===== src/rtl/wb_commit_queue.sv =====
// wb_commit_queue: writeback commit queue feeding a dual-write-port register file.
// Accepts up to two in-order results per cycle, drains up to two per cycle,
// oldest on port 1 and youngest on port 2.
// Optional forwarding lookup is compiled in with `define WB_FORWARD_EN.
module wb_commit_queue #(
    parameter int unsigned DEPTH = 8,
    parameter int unsigned PTR_W = 3
) (
    input  logic             clk,
    input  logic             rst,
    input  logic             flush_i,
    input  logic             stall_i,
    input  logic             in0_valid_i,
    input  logic [4:0]       in0_addr_i,
    input  logic [31:0]      in0_data_i,
    output logic             in0_ready_o,
    input  logic             in1_valid_i,
    input  logic [4:0]       in1_addr_i,
    input  logic [31:0]      in1_data_i,
    output logic             in1_ready_o,
    output logic             we1_o,
    output logic [4:0]       waddr1_o,
    output logic [31:0]      wdata1_o,
    output logic             we2_o,
    output logic [4:0]       waddr2_o,
    output logic [31:0]      wdata2_o,
    output logic [PTR_W:0]   count_o
`ifdef WB_FORWARD_EN
    ,
    input  logic [4:0]       fwd_raddr_i,
    output logic             fwd_hit_o,
    output logic [31:0]      fwd_data_o
`endif
);

    localparam int unsigned CNT_W = PTR_W + 1;

    logic [PTR_W-1:0] head_q, head_d, tail_q, tail_d;
    logic [CNT_W-1:0] count_q, count_d;
    logic             we1_q, we1_d, we2_q, we2_d;
    logic [4:0]       waddr1_q, waddr1_d, waddr2_q, waddr2_d;
    logic [31:0]      wdata1_q, wdata1_d, wdata2_q, wdata2_d;
    logic [4:0]       mem_addr_q [DEPTH];
    logic [31:0]      mem_data_q [DEPTH];

    logic             wr0, wr1;
    logic [1:0]       enq_n, pop_n;
    logic [PTR_W-1:0] tail_plus, head_plus1;

    // Ready depends only on registered occupancy; blocked entirely during flush
    always_comb begin
        in0_ready_o = !flush_i && (count_q < CNT_W'(DEPTH));
        in1_ready_o = !flush_i && (count_q < CNT_W'(DEPTH - 1));
    end

    // Accepted results with a nonzero destination are stored; pop count from start-of-cycle occupancy
    always_comb begin
        wr0        = in0_valid_i && in0_ready_o && (in0_addr_i != 5'd0);
        wr1        = in1_valid_i && in1_ready_o && (in1_addr_i != 5'd0);
        enq_n      = {1'b0, wr0} + {1'b0, wr1};
        tail_plus  = tail_q + PTR_W'(wr0);
        head_plus1 = head_q + PTR_W'(1);
        pop_n      = 2'd0;
        if (!stall_i) begin
            pop_n = (count_q >= CNT_W'(2)) ? 2'd2 : count_q[1:0];
        end
    end

    // Next-state for pointers, count and write-port registers; flush wins over everything
    always_comb begin
        head_d   = head_q;
        tail_d   = tail_q;
        count_d  = count_q;
        we1_d    = 1'b0;
        we2_d    = 1'b0;
        waddr1_d = waddr1_q;
        wdata1_d = wdata1_q;
        waddr2_d = waddr2_q;
        wdata2_d = wdata2_q;
        if (flush_i) begin
            head_d  = '0;
            tail_d  = '0;
            count_d = '0;
        end else begin
            head_d  = head_q + PTR_W'(pop_n);
            tail_d  = tail_q + PTR_W'(enq_n);
            count_d = count_q + CNT_W'(enq_n) - CNT_W'(pop_n);
            if (pop_n != 2'd0) begin
                we1_d    = 1'b1;
                waddr1_d = mem_addr_q[head_q];
                wdata1_d = mem_data_q[head_q];
            end
            if (pop_n == 2'd2) begin
                we2_d    = 1'b1;
                waddr2_d = mem_addr_q[head_plus1];
                wdata2_d = mem_data_q[head_plus1];
            end
        end
    end

    // Control and write-port registers with asynchronous reset
    always_ff @(posedge clk or posedge rst) begin
        if (rst) begin
            head_q   <= '0;
            tail_q   <= '0;
            count_q  <= '0;
            we1_q    <= 1'b0;
            we2_q    <= 1'b0;
            waddr1_q <= '0;
            wdata1_q <= '0;
            waddr2_q <= '0;
            wdata2_q <= '0;
        end else begin
            head_q   <= head_d;
            tail_q   <= tail_d;
            count_q  <= count_d;
            we1_q    <= we1_d;
            we2_q    <= we2_d;
            waddr1_q <= waddr1_d;
            wdata1_q <= wdata1_d;
            waddr2_q <= waddr2_d;
            wdata2_q <= wdata2_d;
        end
    end

    // Queue storage: in0 at tail, in1 right after it (or at tail when in0 is not stored)
    always_ff @(posedge clk) begin
        if (wr0) begin
            mem_addr_q[tail_q] <= in0_addr_i;
            mem_data_q[tail_q] <= in0_data_i;
        end
        if (wr1) begin
            mem_addr_q[tail_plus] <= in1_addr_i;
            mem_data_q[tail_plus] <= in1_data_i;
        end
    end

    assign we1_o    = we1_q;
    assign waddr1_o = waddr1_q;
    assign wdata1_o = wdata1_q;
    assign we2_o    = we2_q;
    assign waddr2_o = waddr2_q;
    assign wdata2_o = wdata2_q;
    assign count_o  = count_q;

`ifdef WB_FORWARD_EN
    logic [PTR_W-1:0] fwd_idx;

    // Youngest pending write wins: port 1, then port 2, then queue oldest to youngest, later overrides
    always_comb begin
        fwd_hit_o  = 1'b0;
        fwd_data_o = '0;
        fwd_idx    = head_q;
        if (fwd_raddr_i != 5'd0) begin
            if (we1_q && (waddr1_q == fwd_raddr_i)) begin
                fwd_hit_o  = 1'b1;
                fwd_data_o = wdata1_q;
            end
            if (we2_q && (waddr2_q == fwd_raddr_i)) begin
                fwd_hit_o  = 1'b1;
                fwd_data_o = wdata2_q;
            end
            for (int i = 0; i < int'(DEPTH); i++) begin
                fwd_idx = head_q + PTR_W'(i);
                if ((CNT_W'(i) < count_q) && (mem_addr_q[fwd_idx] == fwd_raddr_i)) begin
                    fwd_hit_o  = 1'b1;
                    fwd_data_o = mem_data_q[fwd_idx];
                end
            end
        end
    end
`endif

endmodule


===== config.mk =====
export PLATFORM = sky130hd
export DESIGN_NAME = wb_commit_queue
export DESIGN_NICKNAME = d
export VERILOG_FILES = /design/src/rtl/wb_commit_queue.sv
export SDC_FILE = /design/constraint.sdc
export NUM_CORES = 1
export LEC_CHECK = 0
export CORE_ASPECT_RATIO = 1.1
export CORE_MARGIN = 2
export CORE_UTILIZATION = 41
export CTS_CLUSTER_DIAMETER = 120
export DETAILED_ROUTE_END_ITERATION = 8
export GPL_TIMING_DRIVEN = 0
export HOLD_SLACK_MARGIN = 0.1
export PLACE_DENSITY_LB_ADDON = 0.2
export SYNTH_ARGS = -nofsm -noshare
export SYNTH_HDL_FRONTEND = slang
export SYNTH_SLANG_ARGS = --single-unit

===== constraint.sdc =====
create_clock -name clk -period 5.8 [get_ports clk]
set_clock_uncertainty 0.1 [all_clocks]
set_input_delay 1.45 -clock clk [delete_from_list [all_inputs] [get_ports clk]]
set_output_delay 1.45 -clock clk [all_outputs]
set_load 0.03 [all_outputs]

==> metrics <==
Min-Delay Path Class=reg2reg; Final GP Congestion=0.7947; DRC=0; fill count=4388; fraction of layout cells with a size suffix above 1=37.99%; clk buf depth=3; fraction of synthesized area in multiplexers=35.21%; Yosys cell types=between 40 and 50; detailed-route via count=13400; Placement Setup Slack=between 100 and 150 ps; CP max FO=20; row count=87; first-pass GRT wire length=96160 um; port bufs=161; Layout area overhead=20.75%; setup ws final=713.7 ps; Mapped Cells=1358; setup repair after global routing missed its margin=no; syn_nets=1454; critical path data arrival time=~5300 ps; post-synthesis adder-cell area fraction=1.059%; Wirelength per Cell=just under 30 um; static leakage=8.833 nW; CP Launch Type=primary input; CTS tree=built; post-CTS sizing=0; final hold slack=roughly 380 ps; XOR/XNOR share of the synthesized area=less than 1%; total track usage=25.23%; area of the core=50940 um2; FF+latch area=11040 um2; # nets final=approximately 1700; clock share of power=roughly 25%; CP cell instances=clkdlybuf4s50_1, or3_1, o311a_1, ha_1, ha_1, xnor2_1, nand3_1, nor3_2, buf_6, buf_6, o21bai_4, buf_12; Mapped Avg Cell Area=between 15 and 20 um2; slew of the pin with the lowest slew margin=1429 ps; total gr overflow=0; Crit Path Category=in2reg; placed insts=2204; Power Density=between 400 and 500 nW/um2; power consumption=about 11 mW; max-cap viol count=0; Worst-Skew Late Latency=590 ps; Slowest cell on crit path=clkdlybuf4s50_1; multi-input logic area=9388 um2; Ys Warns=0; H-tree lvl count=2; Initial Util=41.28%; CP required=5970 ps; worst vdd ir=0.0002342 V; Tmin final=5086 ps; final cell count without fillers=2287; total CTS buffers=44; die area=53130 um2; die span in y=241.5 um; Psw=3.971 mW; Final Setup Violations=0; clock root buffer=clkbuf_16; Max Slew Vio Count=0; Yosys reg bits=382; Ports=around 160; main combinational cell family by area after synthesis=multiplexers; Vias/cell=5.859; HPWL after detailed placement=43680 um; Cell Int Power=slightly above 7 mW; hold buffers post-CTS=0; Clock transition at path regs=roughly 60 ps; clock sinks=382; setup bufs post-CTS=0; Final Cycle Share=~88%; slowest stage delay, CP=630 ps; DRT antenna net count=0; Simple-Gate Fraction of Synth Area=2.398%; Iter 0 DRT Violations=966; Achievable Freq=0.1966 GHz; Seq/Total Area, Yosys=52.50%; relative slew slack=4.708%; register share of total power=33.0%; Setup crit end kind=flip-flop; Largest delay share family, worst path=buffers and inverters; first drt pass iteration count=7; Compound-Gate Fraction of Synth Area=5.164%; status=complete, no violations; worst path bufs/invs=4; vias in the first global route=14092; combinational cell fraction of total power=41.8%; Routed WL=66570 um; largest net degree at the start of global routing=57; Hold Violations, Final=0; initial antenna violation count=1; switch share=36.03%; die width=219.9 um; Mapped Area=roughly 21000 um2
## worst reg2reg max path, delay by kind of cell (launching register included)
family	cells	cell delay, ps
AOI/OAI and AO/OA	2	750
and+or+nand+nor	3	630
buffers and inverters	3	750
DFF	1	410
adders and majority gates	2	400
xor gates and xnor gates	1	210
## placed cells by master, fill, tap and decap left out, drive strengths merged, types with 3 or more instances in the layout
| cell type | count |
|---|---|
| buf | 73 |
| clkbuf | 118 |
| clkdlybuf4s50 | 161 |
| clkinv | 6 |
| dfrtp | 86 |
| edfxtp | 296 |
| fa | 3 |
| ha | 13 |
| inv | 15 |
| mux2 | 444 |
| mux2i | 37 |
| mux4 | 74 |
| nand2 | 84 |
| nand2b | 6 |
| nor2 | 11 |
| nor2b | 4 |
| nor3 | 5 |
| o21ai | 41 |
| o22ai | 76 |
| o31ai | 39 |
| xnor2 | 4 |
| xor2 | 4 |
## logic make-up (layout without fill, tap and decap cells)
logic type               after synthesis  count (layout)
AO/OA/AOI/OAI                        167             167
XOR/XNOR                               8               8
adder cells (fa/ha/maj)               16              16
buffers and inverters                115             376
flip-flops                           382             382
multiplexers                         555             555
other                                  0               1
AND/OR/NAND/NOR                      115             115
## registers in the layout, indices dropped and copies added, names as in the netlist
signal	cells
mem_data_q	256
we1_o	1
we2_o	1
waddr1_o	5
wdata2_o	32
count_o	4
waddr2_o	5
mem_addr_q	40
tail_q	3
head_q	3
wdata1_o	32
## area by class of cell
cell class                      count  area share, %
Multi-Input combinational cell    861          36.97
Sequential cell                   382          43.48
Timing Repair Buffer              179          7.854
Clock inverter                      9         0.3400
Antenna cell                        1       0.009854
Clock buffer                       73          5.287
Inverter                           15         0.2316
Tap cell                          667          3.286
Buffer                            100          2.547
## power groups by stage
stage / clock network (mW) / logic (mW) / registers [mW]
finish: 2.78 / 4.61 / 3.64
global route: 2.92 / 4.86 / 3.68
CTS: 2.81 / 4.65 / 3.64
detailed placement: 0 / 4.63 / 3.69
global placement: 0 / 4.53 / 3.71
floorplan: 0 / 2.42 / 4.12
## stage by stage
| stage | area (um2) | utilization [%] | TNS [ps] |
|---|---|---|---|
| after CTS | 25390 | 49.84 | 0 |
| after floorplan | 21030 | - | 0 |
| after global routing | 25390 | 49.85 | 0 |
| final | 25390 | 49.85 | 0 |
| after global placement | 23480 | 46.09 | -964360 |
| after detailed placement | 23960 | 47.04 | 0 |
## path summary, 6_finish.rpt
kind                               endpoint  cells after the start  slack, ps     startpoint
min reg2reg                    wdata1_o[13]                      2        380   wdata1_o[13]
max in group asynchronous       wdata1_o[2]                      3       3580            rst
max                        mem_data_q[1][2]                     12        710  in0_addr_i[3]
min                            wdata1_o[13]                      2        380   wdata1_o[13]
min in group asynchronous      wdata1_o[21]                      2       1290            rst
max reg2reg                mem_data_q[5][6]                     11       2230     count_o[3]
## metal layers
layer | vias to the layer above | GRT usage [%] | part of all wire (%)
met5 | - | 0 | 0
met4 | 0 | 9.751 | 3.7
met3 | 137 | 3.711 | 5.2
met2 | 458 | 42.30 | 50
met1 | 6981 | 32.88 | 41
li1 | 5824 | - | -
## synth_stat cells, drive strengths merged
cell type / number / area, um2
mux2: 444 / 5368
edfxtp: 296 / 8889
dfrtp: 86 / 2152
nand2: 84 / 315.3
o22ai: 76 / 475.5
mux4: 74 / 1667
buf: 55 / 478.0
clkbuf: 45 / 168.9
o21ai: 41 / 216.5
o31ai: 39 / 292.8
mux2i: 37 / 370.4
inv: 15 / 56.30
ha: 13 / 162.7
nor2: 11 / 56.30
nand2b: 6 / 37.54
nor3: 5 / 35.03
nor2b: 4 / 25.02
xnor2: 4 / 35.03
xor2: 4 / 35.03
fa: 3 / 60.06
a21o: 2 / 15.01
a21oi: 2 / 10.01
nand3: 2 / 10.01
o211a: 2 / 20.02
o21bai: 2 / 15.01
a311o: 1 / 10.01
nor3b: 1 / 7.510
o211ai: 1 / 21.27
o311a: 1 / 10.01
or3: 1 / 6.260
or4: 1 / 11.26
Note: power is estimated with default switching activity, not from simulation.
